===== config.mk =====
export PLATFORM = sky130hd
export DESIGN_NAME = vending_machine
export DESIGN_NICKNAME = d
export VERILOG_FILES = /design/src/rtl/vending_machine.sv
export SDC_FILE = /design/constraint.sdc
export NUM_CORES = 1
export LEC_CHECK = 0
export BUFFER_PORTS_ARGS = -buffer_cell sky130_fd_sc_hd__buf_2
export CELL_PAD_IN_SITES_DETAIL_PLACEMENT = 1
export CELL_PAD_IN_SITES_GLOBAL_PLACEMENT = 1
export CORE_AREA = 2 2 39 41
export CTS_CLUSTER_DIAMETER = 50
export CTS_CLUSTER_SIZE = 30
export DETAILED_ROUTE_END_ITERATION = 10
export DIE_AREA = 0 0 41 43
export GPL_ROUTABILITY_DRIVEN = 1
export GPL_TIMING_DRIVEN = 0
export MAX_ROUTING_LAYER = met4
export PLACE_DENSITY = 0.3
export SETUP_SLACK_MARGIN = 0.2
export SYNTH_ARGS = -nofsm -noshare
export SYNTH_HDL_FRONTEND = slang
export SYNTH_SLANG_ARGS = --single-unit

===== constraint.sdc =====
create_clock -name clk -period 1.87 [get_ports clk]
set_clock_uncertainty 0.1 [all_clocks]
set_input_delay 0.561 -clock clk [delete_from_list [all_inputs] [get_ports clk]]
set_output_delay 0.561 -clock clk [all_outputs]
set_load 0.03 [all_outputs]

===== src/rtl/vending_machine.sv =====
// ---------------------------------------------------------------------------
// vending_machine
// Coin-operated chocolate dispenser. One ₹1 coin may arrive per cycle on
// `in`. The FSM accumulates credit (0..2) and dispenses:
//   - a ₹1 chocolate when the coin stream stops at ₹1 credit,
//   - a ₹2 chocolate when it stops at ₹2 credit,
//   - a ₹3 chocolate when a third coin arrives.
// `choco` and `credit` are both registered outputs.
//
// Optional feature macro: VM_SALES_COUNT_EN
//   When defined, the design adds the `sales_total` output. This is a
//   saturating count of rupees dispensed, SALES_W bits wide.
// ---------------------------------------------------------------------------
module vending_machine #(
    parameter int SALES_W = 8
) (
    input  logic               clk,
    input  logic               reset,
    input  logic               in,
    output logic [1:0]         choco,
    output logic [1:0]         credit
`ifdef VM_SALES_COUNT_EN
    ,
    output logic [SALES_W-1:0] sales_total
`endif
);

    // The state encoding doubles as the credit value in rupees; 2'b11 is illegal.
    typedef enum logic [1:0] {
        S0 = 2'b00,
        S1 = 2'b01,
        S2 = 2'b10
    } state_t;

    state_t      state_r;
    state_t      state_next_s;
    logic [1:0]  choco_r;
    logic [1:0]  choco_next_s;

    // Reject out-of-range counter widths at elaboration time.
    if ((SALES_W < 4) || (SALES_W > 32)) begin : g_sales_w_check
        $error("vending_machine: SALES_W must lie in 4..32");
    end

    // Next-state and dispense decision for the coin just sampled.
    always_comb begin
        state_next_s = S0;
        choco_next_s = 2'b00;
        case (state_r)
            S0: begin
                if (in) begin
                    state_next_s = S1;
                end else begin
                    state_next_s = S0;
                end
                choco_next_s = 2'b00;
            end
            S1: begin
                if (in) begin
                    state_next_s = S2;
                    choco_next_s = 2'b00;
                end else begin
                    state_next_s = S0;
                    choco_next_s = 2'b01;
                end
            end
            S2: begin
                // A coin arriving here completes a ₹3 purchase. The coin is
                // consumed by that purchase, so the FSM returns to S0.
                state_next_s = S0;
                if (in) begin
                    choco_next_s = 2'b11;
                end else begin
                    choco_next_s = 2'b10;
                end
            end
            default: begin
                // Illegal encoding: recover quietly, with no dispense.
                state_next_s = S0;
                choco_next_s = 2'b00;
            end
        endcase
    end

    // State and dispense-code registers with synchronous reset.
    always_ff @(posedge clk) begin
        if (reset) begin
            state_r <= S0;
            choco_r <= 2'b00;
        end else begin
            state_r <= state_next_s;
            choco_r <= choco_next_s;
        end
    end

    assign choco  = choco_r;
    assign credit = state_r;

`ifdef VM_SALES_COUNT_EN
    logic [SALES_W-1:0] sales_r;

    // Add a 2-bit dispense value to the total, clamping at all-ones.
    function automatic logic [SALES_W-1:0] sat_add(
        input logic [SALES_W-1:0] acc,
        input logic [1:0]         amount
    );
        logic [SALES_W:0] sum;
        sum = {1'b0, acc} + {{(SALES_W - 1){1'b0}}, amount};
        if (sum[SALES_W]) begin
            sat_add = {SALES_W{1'b1}};
        end else begin
            sat_add = sum[SALES_W-1:0];
        end
    endfunction

    // Revenue accumulator: updates on every edge that loads a non-zero code.
    always_ff @(posedge clk) begin
        if (reset) begin
            sales_r <= {SALES_W{1'b0}};
        end else if (choco_next_s != 2'b00) begin
            sales_r <= sat_add(sales_r, choco_next_s);
        end else begin
            sales_r <= sales_r;
        end
    end

    assign sales_total = sales_r;
`endif

endmodule


### Word-level counts from Yosys, hierarchy flattened

Index checks and enable logic that the tools add are counted.

* reductions and logical operators: 1
* multiplexer cells: 6
* eq/ne operators: 2

Operators by type and width (count)
* $pmux 2 s2: 2
* $mux 1: 3
* $eq 2x1->1 const B: 1
* $eq 2x2->1 const B: 1
* $logic_not 2->1: 1
* $mux 2: 1

* logic and storage cells: 11
* output and inout port bits: 4
* register bits: 4
* input port bits: 3

### Depth between registers and ports, before layout

Gate-level depths: netlist of the first run.

* depth in word-level cells: 2
* mapped depth: 2
* mapped depth without buffers: 2

### Worst setup path after synthesis of the first run

No wires, ideal clock.

* path type: reg-to-reg
* start point: register state_r[0] (netlist: credit[0])
* end point: register choco_r[0] (netlist: choco[0])
* data arrival time: 1023 ps
* data required time: 1704 ps
* library setup time: 66 ps
* path buffers: 0
* setup slack: 681 ps
* clock period less this slack: 1189 ps
* stages on the path, launching flop included: 3
* path through: dfxtp_1 or3b_1 a21oi_2

* word-level cells in the longest chain between the ends: 2
* elaborated cells between the ends (all ways): 3
* classes of those cells: eq/ne: 2; mux: 1

Ends and longest elaborated chain
* start: declaration: RTL line 35 `state_t state_r;`
* start signal: assignment: RTL line 91 `state_r <= state_next_s;`
* $eq 2x2->1 or $eq 2x1->1 (tied branches): RTL line 49 `case (state_r)`
* $pmux 2 s2 *: RTL line 49
* end signal: assignment: RTL line 92 `choco_r <= choco_next_s;`
* end: declaration: RTL line 37 `logic [1:0] choco_r;`

Every way passes the cells marked *; elsewhere a longest branch is shown, timed or not.
A chain may end at the register's enable or synchronous reset.

### Worst setup path in the final report of the first run

* start point: register state_r[1] (netlist: credit[1])
* end point: output credit[1]

RTL lines
* end: declaration: RTL line 21 `output logic [1:0] credit`

No word-level cell between the ends.

==> results of run 1 <==
## how the worst min path moves through the flow
stage	from	to	slack (ns)	cells after the start
after floorplan	reset	choco[0]	0.52	1
after global placement	credit[0]	choco[1]	0.42	1
after detailed placement	credit[0]	choco[1]	0.41	1
after CTS	credit[0]	choco[1]	0.41	1
after global routing	reset	choco[0]	0.43	2
final	credit[0]	choco[1]	0.41	1
## per-stage QoR
stage          instances  power (mW)
4_1_cts               35       0.219
6_report              35       0.213
5_1_grt               35       0.231
2_1_floorplan         10       0.102
3_3_place_gp          32       0.109
3_5_place_dp          32       0.109
## area by class of cell
type	count	area [µm²]	share of cell area [%]
Sequential cell	4	80.1	39.3
Tap cell	16	20.0	9.82
Timing Repair Buffer	6	30.0	14.7
Clock buffer	3	22.5	11.0
Multi-Input combinational cell	6	51.3	25.2
## cell families after synthesis
logic type | count (synthesis)
simple gates | 5
flops | 4
compound gates | 1
## sequential cells by signal, summed over array words and instances, names as in the netlist
register and count:
choco 2, credit 2
## where the power goes
part	total [mW]	switching [mW]	internal, mW
sequential	0.0912	0.00249	0.0887
combinational	0.0164	0.00981	0.00657
clock	0.105	0.0334	0.0716
## per-layer routing
metal | track usage (%) | vias to the layer above | share of wire, %
met3 | 3.14 | 4 | 10
met4 | 10.0 | 0 | 11
met5 | - | - | 0
li1 | - | 57 | -
met1 | 3.18 | 54 | 26
met2 | 5.63 | 5 | 52
## Yosys cell counts (all sizes together)
cell,number,area [µm²]
dfxtp,4,80.1
nor3b,1,7.51
nor4b,1,8.76
nand3b,1,7.51
or3b,1,8.76
nor4bb,1,10.0
a21oi,1,8.76
==> flow_summary.ini, run 1 <==
[outcome]
run_status = finished clean

[drt]
routed_wl_um = 287
first_pass_iters = 1
first_iter_violations = 0
wl_per_cell_um = 8.20
postRouteAntennaNets = 0
vias = 120
drcViolationCount = 0
via_per_inst = 3.43

[sta]
worstMarginPinSlew_ns = 0.213
holdWs_ns = 0.406
hold_violations = 0
post-route-period-util_pct = 81.3
final-setup-viol-count = 0
rsz0062_at_grt = false
tns_ns = 0
min_period_ns = 1.52
fmax_ghz = 0.658
setup_slack_ns = 0.350
slew_viol_final = 0
max-slew-margin-rel_pct = 85.6

[clocking]
cts-hold-fix-buffers = 0
clk_pin_slew_ns = 0.04
cts.sinks = 4
cts_tree = done
cts_made_buffers = 3
cts_root_buffer = clkbuf_4
clockBufferDepth = 2
post_cts_resized = 0
postCtsSetupBuffers = 0
clk_latency_ns = 0.23
htree_num_levels = 1

[final_layout]
final_area_um2 = 204
diodes = 0
fillCellCount = 160
fin_util_pct = 14.7
area_growth_pct = 55.2
layout-drive-gt1-share_pct = 52.6
fin_nets = 24
final_common_cell = buf_2
most-common-layout-cells = buf_2 (6), dfxtp_1 (4), clkbuf_4 (3)

[floorplan]
die_height_um = 43
ios = 7
initial_utilization_pct = 9.49
dieArea_um2 = 1760
placementRows = 14
core_area_um2 = 1380
die_x_um = 41

[setup_path]
slowest_delay_ns = 0.40
crit_chain = buf_2
crit_end = credit[1]
crit_fanout = 6
reg2reg_from = credit[0]
cp-startpoint = credit[1]
critPathTopFamily = flip-flops
crit_slowest_cell = dfxtp_1
rrSetupSlack_ns = 0.83
worstSetupPathDepth = 1
cp-end-kind = primary output
required_ns = 1.21
reg2reg_depth = 2
crit_type = flop to primary output
timing.rr.end = choco[0]
critPathLaunchType = flop
cp_num_buf_inv = 1
crit_arrival_ns = 0.86

[synthesis]
synth_top_family_by_area = simple AND/OR/NAND/NOR gates
synth_nets = 13
synth_area_um2 = 131
yosys_warnings = 0
muxShareOfSynthArea_pct = 0
synth-compound-area-share_pct = 6.67
yosys.area_share.adder_pct = 0
synth-xor-area-share_pct = 0
synth-seq-area-share_pct = 61.0
synth_cell_types = 7
synth-seq-cells = 4
postSynthAreaPerCell_um2 = 13.1
synth-simple-area-share_pct = 32.4
syn_inst = 10

[global_routing]
grt_pass1_vias = 121
track_usage_pct = 5.03
antenna_found_initial = 0
grt_start_max_net_pins = 7
gr-total-overflow = 0
grt_pass1_wl_um = 448

[pwr]
ir_drop_mv = 0.138
p_leak_nw = 0.0851
power_density_nw_per_um2 = 1040

[worst_hold_path]
min_path_type = flop to flop

[run]
cap_viol_max_count = 0

[place]
port_buffers = 6
placed_cell_area_um2 = 181
gp_congestion = 0.618
dpl_worst_slack_ns = 0.553
No activity file was read; power rests on OpenSTA's default activity.
==> run 2, diff against run 1 <==
--- a/config.mk
+++ b/config.mk
@@ -5,6 +5,7 @@
 export SDC_FILE = /design/constraint.sdc
 export NUM_CORES = 1
 export LEC_CHECK = 0
+export ABC_AREA = 1
 export BUFFER_PORTS_ARGS = -buffer_cell sky130_fd_sc_hd__buf_2
 export CELL_PAD_IN_SITES_DETAIL_PLACEMENT = 1
 export CELL_PAD_IN_SITES_GLOBAL_PLACEMENT = 1
@@ -16,7 +17,7 @@
 export GPL_ROUTABILITY_DRIVEN = 1
 export GPL_TIMING_DRIVEN = 0
 export MAX_ROUTING_LAYER = met4
-export PLACE_DENSITY = 0.3
+export PLACE_DENSITY = 0.33
 export SETUP_SLACK_MARGIN = 0.2
 export SYNTH_ARGS = -nofsm -noshare
 export SYNTH_HDL_FRONTEND = slang
==> constraint.sdc (replaced) <==
create_clock -name clk -period 1.55 [get_ports clk]
set_clock_uncertainty 0.1 [all_clocks]
set_input_delay 0.465 -clock clk [delete_from_list [all_inputs] [get_ports clk]]
set_output_delay 0.465 -clock clk [all_outputs]
set_load 0.03 [all_outputs]
==> run 2 against run 1 <==
  * Cell count is 29% higher
  * Cell area is 11% higher
  * Worst setup slack worse by 0.11 ns
  * Sequential share of layout area is 3.4 points lower
  * Via count is 13% higher
  * Core utilization is 1.6 points higher
  * Sequential cell count stayed put
  * Largest cell class unchanged
  * Highest routed layer is now met3
==> flow_summary.ini, run 2 <==
[drt]
routed_wl_um = 314
via_per_inst = 3.00
first_iter_violations = 0
drcViolationCount = 0
vias = 135
postRouteAntennaNets = 0
first_pass_iters = 1
wl_per_cell_um = 6.98

[synthesis]
yosys_warnings = 0
synth_edf_count = 0
yosysMostFrequentCell = nor2_1
synth_common_cells = nor2_1 (5), dfxtp_1 (4), inv_1 (4), nand2_1 (4)
yosys.area_share.adder_pct = 0
synth_cell_types = 7
synth-seq-cells = 4
synthTopCellsByArea = dfxtp_1 (56%), nor2_1 (13%), inv_1 (10%)
synth_top_family_by_area = simple AND/OR/NAND/NOR gates
async_flop_share_pct = 0
synth-xor-area-share_pct = 0
synth_area_um2 = 144
synth_nets = 23
synth-compound-area-share_pct = 0
synth-simple-area-share_pct = 31.3
synth_top_area_share_pct = 55.7
synth_top_area_cell = dfxtp_1
synth_ff_type = dfxtp_1
muxShareOfSynthArea_pct = 0
syn_inst = 20
postSynthAreaPerCell_um2 = 7.19
synth-seq-area-share_pct = 55.7

[sta]
holdWs_ns = 0.328
rsz0062_at_grt = false
worstMarginPinSlew_ns = 0.155
tns_ns = 0
hold_violations = 0
slew_viol_final = 0
post-route-period-util_pct = 84.7
min_period_ns = 1.31
fmax_ghz = 0.762
max-slew-margin-rel_pct = 89.7
final-setup-viol-count = 0

[setup_path]
slowest_delay_ns = 0.37
crit_type = flop to primary output
cp_num_buf_inv = 1
crit_arrival_ns = 0.75
cp-end-kind = primary output
crit_slowest_cell = dfxtp_1
required_ns = 0.98
reg2reg_depth = 4
rrSetupSlack_ns = 0.74
reg2reg_from = credit[1]
critPathTopFamily = flip-flops
timing.rr.end = choco[0]
critPathLaunchType = flop
crit_fanout = 3
crit_chain = buf_6

[final_layout]
register_area_um2 = 81.3
most-common-layout-cells = nor2_1 (5), inv_1 (4), nand2_1 (4), buf_2 (4)
area_growth_pct = 57.4
final_common_cell = nor2_1
fillCellCount = 169
layout-drive-gt1-share_pct = 41.4
diodes = 0
multiInputGateArea_um2 = 45.0
fin_nets = 34

[floorplan]
placementRows = 14
initial_utilization_pct = 10.4
die_x_um = 41
die_height_um = 43
core_area_um2 = 1380
ios = 7
dieArea_um2 = 1760

[pwr]
power_density_nw_per_um2 = 1160
p_leak_nw = 0.120
ir_drop_mv = 0.287

[place]
port_buffers = 6
dp_hpwl_um = 256
gp_congestion = 0.660

[global_routing]
gr-total-overflow = 0
grt_pass1_vias = 135
track_usage_pct = 5.45
grt_start_max_net_pins = 5
antenna_found_initial = 0
grt_pass1_wl_um = 558

[clocking]
clk_latency_ns = 0.23
clk_pin_slew_ns = 0.04
htree_num_levels = 1
cts_root_buffer = clkbuf_4
cts.sinks = 4
cts-hold-fix-buffers = 0
cts_tree = done
clockBufferDepth = 2
cts_made_buffers = 3

[worst_hold_path]
hp-start = reset
worst_hold_path.endpoint = choco[1]
hold_path_depth = 2
min_path_type = input pin to flop

[outcome]
run_status = finished clean

[run]
cap_viol_max_count = 0
-- run 2: final cells by class --
class | count | area share (%)
Clock buffer | 3 | 9.94
Sequential cell | 4 | 35.9
Timing Repair Buffer | 6 | 17.1
Multi-Input combinational cell | 11 | 19.9
Tap cell | 16 | 8.84
Inverter | 5 | 8.29
-- run 2: per-layer routing --
metal  share of wire, %  global-route usage, %  vias to the layer above
li1                   -                      -                       75
met1                 51                   6.09                       55
met2                 36                   5.94                        5
met3                 12                   7.85                        0
met4                  0                      0                        0
met5                  0                      -                        -
-- run 2: what timing repair did --
item	4_1_cts	5_1_grt
pin swaps	0	0
gates resized for setup	3	1
setup endpoints to repair	2	1
setup buffers	0	0
-- run 2: worst max-delay path by stage --
stage                     startpoint         to  slack [ns]  depth (start not counted)
after global placement     credit[0]  credit[0]        0.39                          1
after floorplan            credit[0]  credit[0]        0.46                          0
after CTS                  credit[1]  credit[1]        0.21                          1
final                      credit[1]  credit[1]        0.24                          1
after detailed placement   credit[0]  credit[0]        0.38                          1
after global routing       credit[1]  credit[1]        0.20                          1
-- run 2: power breakdown --
group	internal (mW)	switching, mW	leakage (nW)	total [mW]
clock network	0.0865	0.0413	0.0138	0.128
logic	0.00907	0.0157	0.0732	0.0247
registers	0.107	0.00284	0.0329	0.110
-- run 2: cells by family (layout without fill, tap and decap cells) --
family	after synthesis	in the layout
flops	4	4
buf+inv	5	14
simple gates	11	11
-- run 2: through the flow --
step | util, % | cells | power (mW) | instance area, µm² | worst slack [ns]
after detailed placement | 14.0 | 42 | 0.135 | 194 | 0.377
after floorplan | - | 20 | 0.126 | 144 | 0.464
final | 16.4 | 45 | 0.263 | 226 | 0.238
after global placement | 14.0 | 42 | 0.135 | 194 | 0.392
after CTS | 16.1 | 45 | 0.272 | 223 | 0.208
after global routing | 16.4 | 45 | 0.280 | 226 | 0.200
